<file path="src/rtl/pc_sequencer_pkg.sv">
// Shared types, default addresses and target arithmetic for the program-counter sequencer.
// Arithmetic is done at a fixed 64-bit width and truncated by the caller, so any XLEN up to 64 works.
package pc_pkg;

  typedef enum logic [1:0] {
    PC_SEQ = 2'b00,
    PC_REL = 2'b01,
    PC_ABS = 2'b10,
    PC_REG = 2'b11
  } pc_mode_t;

  localparam logic [31:0] DEFAULT_INIT_PC    = 32'h0000_3000;
  localparam logic [31:0] DEFAULT_EXC_VECTOR = 32'h0000_4180;
  localparam int          CALC_W             = 64;

  function automatic logic [CALC_W-1:0] calc_target(
    input pc_mode_t          mode,
    input logic [CALC_W-1:0] base,
    input logic [CALC_W-1:0] target,
    input int                offset_w
  );
    logic signed [CALC_W-1:0] offs;
    logic        [CALC_W-1:0] result;
    // Left-align the offset field, then arithmetic-shift back to sign-extend it.
    offs = signed'(target << (CALC_W - offset_w)) >>> (CALC_W - offset_w);
    case (mode)
      PC_SEQ:  result = base + 64'd4;
      PC_REL:  result = base + 64'd4 + $unsigned(offs <<< 2);
      PC_ABS:  result = {base[CALC_W-1:28], target[25:0], 2'b00};
      PC_REG:  result = {target[CALC_W-1:2], 2'b00};
      default: result = base + 64'd4;
    endcase
    return result;
  endfunction

endpackage

</file>
<file path="src/rtl/pc_sequencer_if.sv">
// Redirect request bus from decode/execute and the fetch-address/RAS outputs of the sequencer.
interface pc_sequencer_if import pc_pkg::*; #(parameter int XLEN = 32);

  logic            stall;
  logic            redir_valid;
  pc_mode_t        redir_mode;
  logic [XLEN-1:0] redir_target;
  logic [XLEN-1:0] redir_base;
  logic            link;
  logic            ret;
  logic            exc_req;
  logic [XLEN-1:0] pc;
  logic            pc_valid;
  logic            misalign;
  logic [XLEN-1:0] ras_top;
  logic            ras_top_valid;

  modport master (
    output stall, redir_valid, redir_mode, redir_target, redir_base, link, ret, exc_req,
    input  pc, pc_valid, misalign, ras_top, ras_top_valid
  );

  modport slave (
    input  stall, redir_valid, redir_mode, redir_target, redir_base, link, ret, exc_req,
    output pc, pc_valid, misalign, ras_top, ras_top_valid
  );

endinterface

</file>
<file path="src/rtl/pc_sequencer_return_stack.sv">
// Circular return-address stack: pushing when full overwrites the oldest entry,
// popping when empty is ignored, push+pop together replaces the top.
module return_stack #(
  parameter int DEPTH = 4,
  parameter int XLEN  = 32
) (
  input  logic            clock,
  input  logic            reset,
  input  logic            push,
  input  logic            pop,
  input  logic [XLEN-1:0] dataIn,
  output logic [XLEN-1:0] top,
  output logic            valid
);

  localparam int PTR_W = $clog2(DEPTH);
  localparam int CNT_W = $clog2(DEPTH + 1);

  logic [XLEN-1:0]  mem [DEPTH];
  logic [PTR_W-1:0] topPtr_p0;
  logic [CNT_W-1:0] count_p0;
  logic             empty;
  logic             full;
  logic             advance;

  assign empty   = (count_p0 == '0);
  assign full    = (count_p0 == CNT_W'(DEPTH));
  // A combined push+pop on an empty stack behaves as a plain push.
  assign advance = push && (!pop || empty);

  // ---- stage p0: pointer/count update ----
  always_ff @(posedge clock or negedge reset) begin
    if (!reset) begin
      topPtr_p0 <= '0;
      count_p0  <= '0;
    end else if (advance) begin
      topPtr_p0 <= topPtr_p0 + PTR_W'(1);
      if (!full) count_p0 <= count_p0 + CNT_W'(1);
    end else if (pop && !push && !empty) begin
      topPtr_p0 <= topPtr_p0 - PTR_W'(1);
      count_p0  <= count_p0 - CNT_W'(1);
    end
  end

  always_ff @(posedge clock) begin
    if (advance)   mem[topPtr_p0 + PTR_W'(1)] <= dataIn;
    else if (push) mem[topPtr_p0]             <= dataIn;
  end

  assign top   = empty ? '0 : mem[topPtr_p0];
  assign valid = !empty;

endmodule

</file>
<file path="src/rtl/pc_sequencer.sv">
// Next-PC generator: exception vectoring, stall with pending-redirect latch,
// four jump modes, and a return-address stack feeding predicted returns to fetch.
module pc_sequencer import pc_pkg::*; #(
  parameter int              XLEN       = 32,
  parameter logic [XLEN-1:0] INIT_PC    = XLEN'(DEFAULT_INIT_PC),
  parameter logic [XLEN-1:0] EXC_VECTOR = XLEN'(DEFAULT_EXC_VECTOR),
  parameter int              OFFSET_W   = 16,
  parameter int              RAS_DEPTH  = 4
) (
  input  logic           clock,
  input  logic           reset,
  pc_sequencer_if.slave  bus
);

  logic [XLEN-1:0] pc_p0;
  logic            pcValid_p0;
  logic            misalign_p0;
  logic            pendValid_p0;
  logic [XLEN-1:0] pendTarget_p0;

  logic [XLEN-1:0] redirBase;
  logic [XLEN-1:0] redirTarget;
  logic            redirMisalign;
  logic [XLEN-1:0] seqPc;
  logic            accept;
  logic [XLEN-1:0] pcNext;
  logic            pendValidNext;
  logic [XLEN-1:0] pendTargetNext;
  logic            misalignNext;

  // Sequential-mode redirects advance from the current fetch PC, not the supplied base.
  assign redirBase     = (bus.redir_mode == PC_SEQ) ? pc_p0 : bus.redir_base;
  assign redirTarget   = XLEN'(calc_target(bus.redir_mode, CALC_W'(redirBase),
                                           CALC_W'(bus.redir_target), OFFSET_W));
  assign redirMisalign = (bus.redir_mode == PC_REG) && (bus.redir_target[1:0] != 2'b00);
  // INIT_PC is fetched once with pc_valid high before sequential advance begins.
  assign seqPc         = pcValid_p0 ? pc_p0 + XLEN'(4) : pc_p0;
  assign accept        = bus.redir_valid && !bus.exc_req;

  always_comb begin
    pcNext         = pc_p0;
    pendValidNext  = pendValid_p0;
    pendTargetNext = pendTarget_p0;
    misalignNext   = 1'b0;
    if (bus.exc_req) begin
      pcNext        = EXC_VECTOR;
      pendValidNext = 1'b0;
    end else if (bus.stall) begin
      if (bus.redir_valid) begin
        pendValidNext  = 1'b1;
        pendTargetNext = redirTarget;
        misalignNext   = redirMisalign;
      end
    end else if (bus.redir_valid) begin
      // A fresh redirect in the release cycle supersedes whatever was pending.
      pcNext        = redirTarget;
      misalignNext  = redirMisalign;
      pendValidNext = 1'b0;
    end else if (pendValid_p0) begin
      pcNext        = pendTarget_p0;
      pendValidNext = 1'b0;
    end else begin
      pcNext = seqPc;
    end
  end

  // ---- stage p0: architectural PC and pending latch ----
  always_ff @(posedge clock or negedge reset) begin
    if (!reset) begin
      pc_p0        <= INIT_PC;
      pcValid_p0   <= 1'b0;
      misalign_p0  <= 1'b0;
      pendValid_p0 <= 1'b0;
    end else begin
      pc_p0        <= pcNext;
      pcValid_p0   <= 1'b1;
      misalign_p0  <= misalignNext;
      pendValid_p0 <= pendValidNext;
    end
  end

  always_ff @(posedge clock) begin
    pendTarget_p0 <= pendTargetNext;
  end

  return_stack #(
    .DEPTH (RAS_DEPTH),
    .XLEN  (XLEN)
  ) u_ras (
    .clock  (clock),
    .reset  (reset),
    .push   (accept && bus.link),
    .pop    (accept && bus.ret),
    .dataIn (bus.redir_base + XLEN'(4)),
    .top    (bus.ras_top),
    .valid  (bus.ras_top_valid)
  );

  assign bus.pc       = pc_p0;
  assign bus.pc_valid = pcValid_p0;
  assign bus.misalign = misalign_p0;

endmodule

</file>
<file path="src/flat_wrapper.sv">
// flat-port wrapper written by rule: the top's interface ports become plain ports
module pc_sequencer_flat import pc_pkg::*;
#(
  parameter int              XLEN       = 32,
  parameter logic [XLEN-1:0] INIT_PC    = XLEN'(DEFAULT_INIT_PC),
  parameter logic [XLEN-1:0] EXC_VECTOR = XLEN'(DEFAULT_EXC_VECTOR),
  parameter int              OFFSET_W   = 16,
  parameter int              RAS_DEPTH  = 4
)
  (clock, reset, bus_stall, bus_redir_valid, bus_redir_mode, bus_redir_target, bus_redir_base, bus_link, bus_ret, bus_exc_req, bus_pc, bus_pc_valid, bus_misalign, bus_ras_top, bus_ras_top_valid);
  pc_sequencer_if #(.XLEN(XLEN)) bus_i ();
  input  logic clock;
  input  logic reset;
  input wire logic [$bits(bus_i.stall)-1:0] bus_stall;
  input wire logic [$bits(bus_i.redir_valid)-1:0] bus_redir_valid;
  input wire logic [$bits(bus_i.redir_mode)-1:0] bus_redir_mode;
  input wire logic [$bits(bus_i.redir_target)-1:0] bus_redir_target;
  input wire logic [$bits(bus_i.redir_base)-1:0] bus_redir_base;
  input wire logic [$bits(bus_i.link)-1:0] bus_link;
  input wire logic [$bits(bus_i.ret)-1:0] bus_ret;
  input wire logic [$bits(bus_i.exc_req)-1:0] bus_exc_req;
  output wire logic [$bits(bus_i.pc)-1:0] bus_pc;
  output wire logic [$bits(bus_i.pc_valid)-1:0] bus_pc_valid;
  output wire logic [$bits(bus_i.misalign)-1:0] bus_misalign;
  output wire logic [$bits(bus_i.ras_top)-1:0] bus_ras_top;
  output wire logic [$bits(bus_i.ras_top_valid)-1:0] bus_ras_top_valid;
  assign bus_i.stall = bus_stall;
  assign bus_i.redir_valid = bus_redir_valid;
  assign bus_i.redir_mode = bus_redir_mode;
  assign bus_i.redir_target = bus_redir_target;
  assign bus_i.redir_base = bus_redir_base;
  assign bus_i.link = bus_link;
  assign bus_i.ret = bus_ret;
  assign bus_i.exc_req = bus_exc_req;
  assign bus_pc = bus_i.pc;
  assign bus_pc_valid = bus_i.pc_valid;
  assign bus_misalign = bus_i.misalign;
  assign bus_ras_top = bus_i.ras_top;
  assign bus_ras_top_valid = bus_i.ras_top_valid;
  pc_sequencer #(.XLEN(XLEN), .INIT_PC(INIT_PC), .EXC_VECTOR(EXC_VECTOR), .OFFSET_W(OFFSET_W), .RAS_DEPTH(RAS_DEPTH)) u_core (.clock(clock), .reset(reset), .bus(bus_i));
endmodule
</file>
<file path="config.mk">
export PLATFORM = sky130hd
export DESIGN_NAME = pc_sequencer_flat
export DESIGN_NICKNAME = d
export VERILOG_FILES = /design/src/rtl/pc_sequencer_pkg.sv /design/src/rtl/pc_sequencer_if.sv /design/src/rtl/pc_sequencer_return_stack.sv /design/src/rtl/pc_sequencer.sv /design/src/flat_wrapper.sv
export SDC_FILE = /design/constraint.sdc
export NUM_CORES = 1
export LEC_CHECK = 0
export ABC_AREA = 1
export ABC_CLOCK_PERIOD_IN_PS = 6950
export CAP_MARGIN = 20
export CORE_MARGIN = 4
export CORE_UTILIZATION = 30
export DETAILED_ROUTE_END_ITERATION = 8
export PLACE_DENSITY_LB_ADDON = 0.1
export SETUP_SLACK_MARGIN = 0.05
export SLEW_MARGIN = 0
export SYNTH_ARGS = -nofsm -noshare
export SYNTH_HDL_FRONTEND = slang
export SYNTH_HIERARCHICAL = 1
export SYNTH_SLANG_ARGS = --single-unit
</file>
<file path="constraint.sdc">
create_clock -name clock -period 6.95 [get_ports clock]
set_clock_uncertainty 0.1 [all_clocks]
set_input_delay 0.695 -clock clock [delete_from_list [all_inputs] [get_ports clock]]
set_output_delay 0.695 -clock clock [all_outputs]
set_load 0.03 [all_outputs]
</file>
==> run summary, run 1 <==
OUTCOME
---------------------------------------------------------------------------------
Outcome                                                              finished, final reports clean

FLOORPLAN
---------------------------------------------------------------------------------
DIE AREA                                                              48,900 um^2
Initial core utilization                                                    30.6%
Number of cell rows                                                            77
Die span in y                                                              221 um
Number of top-level design ports                                              140
Horiz. Die Dim                                                             221 um
Area inside the core boundary                                         44,500 um^2

ROUTE
---------------------------------------------------------------------------------
Metal-1 WL                                                              22,800 um
Number of DRC violations after detailed routing                                 0
Routed wirelength normalized by instance count                            20.9 um
Iteration-0 DRC count of the detailed router                                1,028
Initial DRT Pass Iterations                                                     5
DR WL met3                                                                2560 um
Detailed-route via count                                                   12,559
Amount of wire on met2 after detailed routing                           24,800 um
Top layer used by detailed routing                                           met4
Average vias per placed instance                                             5.10
Routed wire length                                                      51,300 um
Remaining antenna violation count after routing                                 0

SYNTH
---------------------------------------------------------------------------------
Main combinational cell family by area after synthesis               simple AND/OR/NAND/NOR gates
Area share of and/or/nand/nor cells after synthesis                         26.8%
Sequential area share after synthesis                                       42.6%
Adder-cell area share of the yosys netlist                                  3.79%
Flop and latch count out of synthesis                                         200
Number of cells produced by synthesis                                       1,751
Total nets after synthesis                                                  1,864
Synth Cell Area                                                       13,600 um^2
Mean post-synth cell area                                               7.78 um^2
Multiplexer fraction of the synthesized cell area                              0%
Yosys warnings                                                                  6
Yosys cell types                                                               58
Complex-gate fraction of the synthesized area                               14.6%
Xor and xnor area share after synthesis                                     4.32%

GLOBAL ROUTE
---------------------------------------------------------------------------------
Global-route wire length before repair                                  77,900 um
Number of global-route vias before repair                                  12,499
Remaining global-route overflow                                                 0
Gr usage total                                                              20.6%
Antenna violations before repair                                                0
Maximum number of pins on one net before global-route repair                   70

CLOCK TREE
---------------------------------------------------------------------------------
Clock latency reported for the late side of the worst-skew pair           0.46 ns
Clock tree from TritonCTS                                                   built
Clock transition at path regs                                             0.08 ns
# resized after CTS                                                             0
Num Clock Sinks                                                               200
Post-CTS Repair Setup Buffers                                                   0
Largest buffer count on any clock path                                          2
Cts-stage hold buffer count                                                     0
Deepest level of the CTS H-tree                                                 4
Cts bufs inserted                                                              17
Cell chosen for the clock root                                          clkbuf_16

WORST SETUP PATH
---------------------------------------------------------------------------------
Last element of the critical path                                    u_core/bus.pc[23]$_DFFE_PN0P_
Crit start category                                                     input pin
Crit Reg-Reg Startpoint                                              u_core/bus.pc[2]$_DFFE_PN0P_
Crit path cell chain                                                 clkdlybuf4s50_1 -> buf_4 -> nor2_8 -> o21ai_1 -> inv_1 -> ha_1 -> nand2_2 -> nor3_2 -> nand2_1 -> nor2_1 -> xor2_1 -> ha_1 -> nand2_1 -> nor2_1 -> nand2_1 -> o21ai_0 -> inv_1 -> o21ai_0 -> nor2_1 -> o22ai_1 -> nand3_1 -> a21oi_1
Worst Setup End Kind                                                    flip-flop
CP top delay family                                                  simple AND/OR/NAND/NOR gates
Worst r2r dst                                                        u_core/bus.pc[23]$_DFFE_PN0P_
Slowest cell on the critical path                                         o21ai_0
Critical Path Fanout Max                                                       39
Worst EP arrival                                                          5.75 ns
Slowest Stage Delay on Critical Path                                      0.60 ns
Critical Path Stages                                                           22
Required @ worst endpoint                                                 7.25 ns
Setup slack of the most critical reg-to-reg path                          2.21 ns
CP Launch Point                                                      bus_redir_mode[1]
Number of buffer and inverter instances along the worst setup path              4
Worst Reg2Reg Path Length in Cells                                             21
Crit path kind                                                       input pin to flip-flop

PLACED DESIGN
---------------------------------------------------------------------------------
Routability cong.                                                           0.910
Placed wire-length estimate                                             38,000 um
Pre-CTS worst setup slack                                                 1.13 ns
Cell area after placement                                             15,400 um^2
Input/output buffers                                                          139
Number of placed instances with taps included                               2,429

PWR
---------------------------------------------------------------------------------
Internal power of the cells                                               2.66 mW
Fraction of power consumed by the clock network                             21.5%
Sequential cell fraction of total power                                     32.4%
Power consumption                                                         4.71 mW
Total power per unit cell area                                        294 nW/um^2
Net load switching power                                                  2.05 mW
Fraction of power consumed by combinational cells                           46.1%
Maximum vdd drop                                                       0.000331 V
Leakage                                                                   6.43 nW
Net switching share of the total power                                      43.6%

LAYOUT
---------------------------------------------------------------------------------
Final net count                                                             1,969
Layout Cell Area excl Fill                                            16,000 um^2
Fraction of layout cells with a size suffix above 1                         6.85%
FILL cells                                                                  4,780
Synth-to-layout area growth                                                 17.7%
FF/Latch Area                                                           5810 um^2
Antenna Cells                                                                   0
Non-Filler Instances                                                        2,461
Footprint of the multi-input gates                                      6760 um^2

STA
---------------------------------------------------------------------------------
Part of the cycle the worst path needs                                      78.5%
Final Slew Violations                                                           0
Final Worst Setup Slack                                                   1.49 ns
Setup TNS                                                                    0 ns
Number of setup violations in the final report                                  0
Clock period minus final worst setup slack                                5.46 ns
Slew at the pin closest to its max-slew limit                             1.04 ns
Fmax                                                                      183 MHz
Count of endpoints failing hold in the final timing report                      0
Worst slew margin relative to its limit                                     30.7%
RSZ-0062 raised after global routing                                        false

WORST HOLD PATH
---------------------------------------------------------------------------------
Worst hold path type                                                 input pin to async pin

FLOW RUN
---------------------------------------------------------------------------------
Count of maximum capacitance violations                                         0

[through the flow]
step,hold slack (ns),util [%]
floorplan,0.299,-
global placement,0.441,34.7
detailed placement,0.446,34.7
CTS,0.239,36.0
global route,0.276,36.0
finish,0.247,36.0
[cell families (layout without fill, tap and decap cells)]
logic type,after synthesis,after routing
simple gates,844,844
compound gates,362,362
buf+inv,239,357
flops,200,200
xor+xnor,65,65
fa+ha+maj,40,40
other cells,1,1
[synth_stat cells (all sizes together)]
master,instances,share of area (%)
nor3,35,1.4
o21ai,161,6.1
xor2,51,3.3
nor4b,1,0.064
nor4,8,0.48
xnor2,14,1.0
or2,8,0.37
a21oi,143,5.3
clkinv,1,0.028
fa,2,0.29
clkbuf,30,0.83
o31ai,1,0.055
o2111ai,1,0.064
buf,37,2.2
nand3b,3,0.17
inv,171,4.7
dfstp,2,0.39
o21a,5,0.28
a32oi,1,0.064
a221oi,7,0.45
a311oi,1,0.064
a21o,5,0.28
nor2,323,9.6
edfxtp,160,35
dfrtp,38,7.0
a22oi,12,0.70
nand2,356,10
a41oi,1,0.064
nand4,24,1.1
a21boi,2,0.11
a31oi,10,0.46
nand3,86,3.3
ha,38,3.5
o311ai,1,0.064
o22ai,4,0.18
conb,1,0.028
o21bai,5,0.28
o211ai,2,0.11
[worst min path at each step]
stage,to,depth (start not counted)
floorplan,u_core/bus.misalign$_DFF_PN0_,0
global placement,u_core/bus.pc[0]$_DFFE_PN0P_,2
detailed placement,u_core/bus.pc[1]$_DFFE_PN0P_,2
CTS,u_core/u_ras/topPtr_p0[1]$_DFFE_PN0P_,2
global route,u_core/u_ras/topPtr_p0[1]$_DFFE_PN0P_,2
finish,u_core/u_ras/topPtr_p0[1]$_DFFE_PN0P_,2
[sequential cells by signal (all words and copies together) (netlist names)]
register and flops:
u_core/u_ras/mem 128, u_core/bus.pc 32, u_core/pendValid_p0 1, u_core/u_ras/count_p0 3, u_core/bus.pc_valid 1, u_core/u_ras/topPtr_p0 2, u_core/pendTarget_p0 32, u_core/bus.misalign 1
[power groups by stage]
stage / logic, mW / clock network, mW / registers (mW)
2_1_floorplan: 1.37 / 0 / 1.56
3_3_place_gp: 2.20 / 0 / 1.55
3_5_place_dp: 2.19 / 0 / 1.55
4_1_cts: 2.20 / 1.04 / 1.53
5_1_grt: 2.39 / 1.08 / 1.54
6_report: 2.17 / 1.01 / 1.53
[area by class of cell]
class,instances,share of cell area [%]
flip-flops and latches,200,36.2
clock buffers,17,2.65
repair buffers,153,9.30
inverters,172,4.03
clock inverters,15,0.999
well taps,592,4.62
multi-input cells,1312,42.2
[cells in the final DEF (no fill, tap or decap), types with 33 or more instances in the layout]
master	synthesis	final
o21ai_1	34	33
dfrtp_1	38	37
o21ai_0	119	119
inv_1	163	159
nand3_1	83	83
ha_1	38	38
clkdlybuf4s50_1	0	138
xor2_1	51	51
a21oi_1	143	143
nor2_1	304	302
edfxtp_1	160	160
nand2_1	336	336
[metal layers]
metal	GRT usage (%)	vias to the layer above
li1	-	6082
met1	27.3	6047
met2	35.0	380
met3	3.17	50
met4	5.56	0
met5	0	-
(Power assumes the default switching activity.)
==> run 2: changes to the inputs <==
--- a/config.mk
+++ b/config.mk
@@ -6,7 +6,7 @@
 export NUM_CORES = 1
 export LEC_CHECK = 0
 export ABC_AREA = 1
-export ABC_CLOCK_PERIOD_IN_PS = 6950
+export ABC_CLOCK_PERIOD_IN_PS = 5200
 export CAP_MARGIN = 20
 export CORE_MARGIN = 4
 export CORE_UTILIZATION = 30
==> constraint.sdc (replaced) <==
create_clock -name clock -period 5.2 [get_ports clock]
set_clock_uncertainty 0.1 [all_clocks]
set_input_delay 0.52 -clock clock [delete_from_list [all_inputs] [get_ports clock]]
set_output_delay 0.52 -clock clock [all_outputs]
set_load 0.03 [all_outputs]
==> run summary, run 2 (same netlist as run 1, synthesis figures left out) <==
OUTCOME
------------------------------------------------------------------------------
Outcome                                                           finished, final reports clean

FLOORPLAN
------------------------------------------------------------------------------
Horiz. Die Dim                                                          221 um
Number of top-level design ports                                           140
Number of cell rows                                                         77
Initial core utilization                                                 30.6%
Die span in y                                                           221 um
Area inside the core boundary                                      44,500 um^2
DIE AREA                                                           48,900 um^2

WORST SETUP PATH
------------------------------------------------------------------------------
Critical Path Fanout Max                                                     6
Required @ worst endpoint                                              5.31 ns
Worst Setup End Kind                                                 flip-flop
Crit start category                                                  input pin
Crit path kind                                                    input pin to flip-flop
Worst EP arrival                                                       4.86 ns

CLOCK TREE
------------------------------------------------------------------------------
Cts bufs inserted                                                           17
Clock latency reported for the late side of the worst-skew pair        0.45 ns
Num Clock Sinks                                                            200
Clock tree from TritonCTS                                                built
Post-CTS Repair Setup Buffers                                                0
Cts-stage hold buffer count                                                  0
Cell chosen for the clock root                                       clkbuf_16
# resized after CTS                                                          0
Largest buffer count on any clock path                                       2
Clock transition at path regs                                          0.07 ns
Deepest level of the CTS H-tree                                              4

ROUTE
------------------------------------------------------------------------------
Number of DRC violations after detailed routing                              0
Routed wirelength normalized by instance count                         20.7 um
Routed wire length                                                   51,500 um
Initial DRT Pass Iterations                                                  5
Iteration-0 DRC count of the detailed router                               873
Detailed-route via count                                                12,648
Remaining antenna violation count after routing                              0
Average vias per placed instance                                          5.08

LAYOUT
------------------------------------------------------------------------------
Commonest non-fill, non-tap cell in the layout                         nand2_1
Fraction of layout cells with a size suffix above 1                      7.86%
Leading cell types in the layout, fill and taps excluded          nand2_1 (336), nor2_1 (302), inv_1 (163), edfxtp_1 (160), a21oi_1 (143)
Core occupancy in the finished layout                                    36.5%
Register name with the most flops                                 u_core/u_ras/mem
Antenna Cells                                                                0
Layout Cell Area excl Fill                                         16,300 um^2
Final net count                                                          1,996
FILL cells                                                               4,716
Synth-to-layout area growth                                              19.3%
Max FFs per register                                                       128

PWR
------------------------------------------------------------------------------
Net switching share of the total power                                   43.6%
Power consumption                                                      6.27 mW
Sequential cell fraction of total power                                  32.6%
Total power per unit cell area                                     386 nW/um^2
Net load switching power                                               2.73 mW
Leakage                                                                6.57 nW
Fraction of power consumed by the clock network                          20.3%
Maximum vdd drop                                                    0.000521 V
Internal power of the cells                                            3.54 mW
Fraction of power consumed by combinational cells                        47.0%

WORST HOLD PATH
------------------------------------------------------------------------------
Worst hold path type                                              input pin to async pin

STA
------------------------------------------------------------------------------
Worst slew margin relative to its limit                                  35.6%
Number of setup violations in the final report                               0
Hold Slack                                                           0.0380 ns
Count of endpoints failing hold in the final timing report                   0
Part of the cycle the worst path needs                                   91.5%
Slew at the pin closest to its max-slew limit                         0.965 ns
Clock period minus final worst setup slack                             4.76 ns
Fmax                                                                   210 MHz
Setup TNS                                                                 0 ns
RSZ-0062 raised after global routing                                     false
Final Slew Violations                                                        0

GLOBAL ROUTE
------------------------------------------------------------------------------
Maximum number of pins on one net before global-route repair                69
Gr usage total                                                           20.5%
Global-route wire length before repair                               77,400 um
Antenna violations before repair                                             0
Remaining global-route overflow                                              0
Number of global-route vias before repair                               12,441

PLACED DESIGN
------------------------------------------------------------------------------
Routability cong.                                                        0.964
Cell area after placement                                          15,700 um^2
Placed wire-length estimate                                          38,700 um
Input/output buffers                                                       139

FLOW RUN
------------------------------------------------------------------------------
Count of maximum capacitance violations                                      0

-- run 2: cell types whose count changed in the layout (fill, tap and decap cells not counted), sizes merged --
cell,previous run,this run
buf,15,42
bufinv,1,0
clkinv,8,9
-- run 2: power by group through the flow --
stage	combinational, mW	sequential, mW	clock [mW]
after floorplan	1.83	2.08	0
after global placement	2.96	2.08	0
after detailed placement	2.96	2.08	0
after CTS	2.97	2.05	1.31
after global routing	3.22	2.06	1.37
final	2.95	2.04	1.28
-- run 2: area by class of cell --
| cell class | count | area [um^2] | area share [%] |
|---|---|---|---|
| inverters | 172 | 646 | 3.97 |
| flip-flops and latches | 200 | 5810 | 35.7 |
| multi-input cells | 1312 | 6760 | 41.6 |
| clock buffers | 17 | 425 | 2.62 |
| well taps | 592 | 741 | 4.56 |
| repair buffers | 180 | 1730 | 10.7 |
| clock inverters | 15 | 141 | 0.870 |
-- run 2: stage by stage --
step,worst slack [ns],instances
after floorplan,1.33,1751
after global placement,0.0672,2455
after detailed placement,0.0938,2455
after CTS,0.554,2487
after global routing,0.162,2488
final,0.444,2488
-- run 2: path summary, 6_finish.rpt --
check	start	end	slack, ns	cells past startpoint
max reg2reg	u_core/bus.pc[2]$_DFFE_PN0P_	u_core/pendTarget_p0[29]$_DFFE_PP_	0.65	25
min	reset	u_core/u_ras/topPtr_p0[1]$_DFFE_PN0P_	0.04	2
max	bus_redir_mode[1]	u_core/pendTarget_p0[29]$_DFFE_PP_	0.44	25
min reg2reg	u_core/pendTarget_p0[1]$_DFFE_PP_	u_core/bus.pc[1]$_DFFE_PN0P_	0.45	2
max in group asynchronous	reset	u_core/bus.pc[28]$_DFFE_PN0P_	4.47	2
min in group clock	u_core/pendTarget_p0[1]$_DFFE_PP_	u_core/bus.pc[1]$_DFFE_PN0P_	0.45	2
-- run 2: critical path, cell delays in order --
cell and delay (ns):
clkdlybuf4s50_1 0.63, inv_2 0.09, nand2_4 0.10, nand2_1 0.08, nand2_1 0.09, ha_1 0.22, nand2_2 0.11, nor2_4 0.12
nand2_2 0.08, nor3_4 0.25, nand3b_1 0.14, nor2_2 0.18, xor2_1 0.34, inv_1 0.12, ha_1 0.40, a21oi_1 0.24
o21ai_0 0.15, a21oi_1 0.30, o21ai_0 0.13, nor2_1 0.14, nand3_1 0.10, nand3_1 0.14, nand2_1 0.09, nand2_1 0.08
inv_1 0.04
-- run 2: routing by layer --
layer,share of wire [%],up-vias,wire length [um],track usage [%]
li1,-,6131,-,-
met1,44,6076,22800,26.9
met2,48,392,24800,34.9
met3,4.7,49,2410,3.13
met4,2.9,0,1510,6.56
met5,0,-,0,0
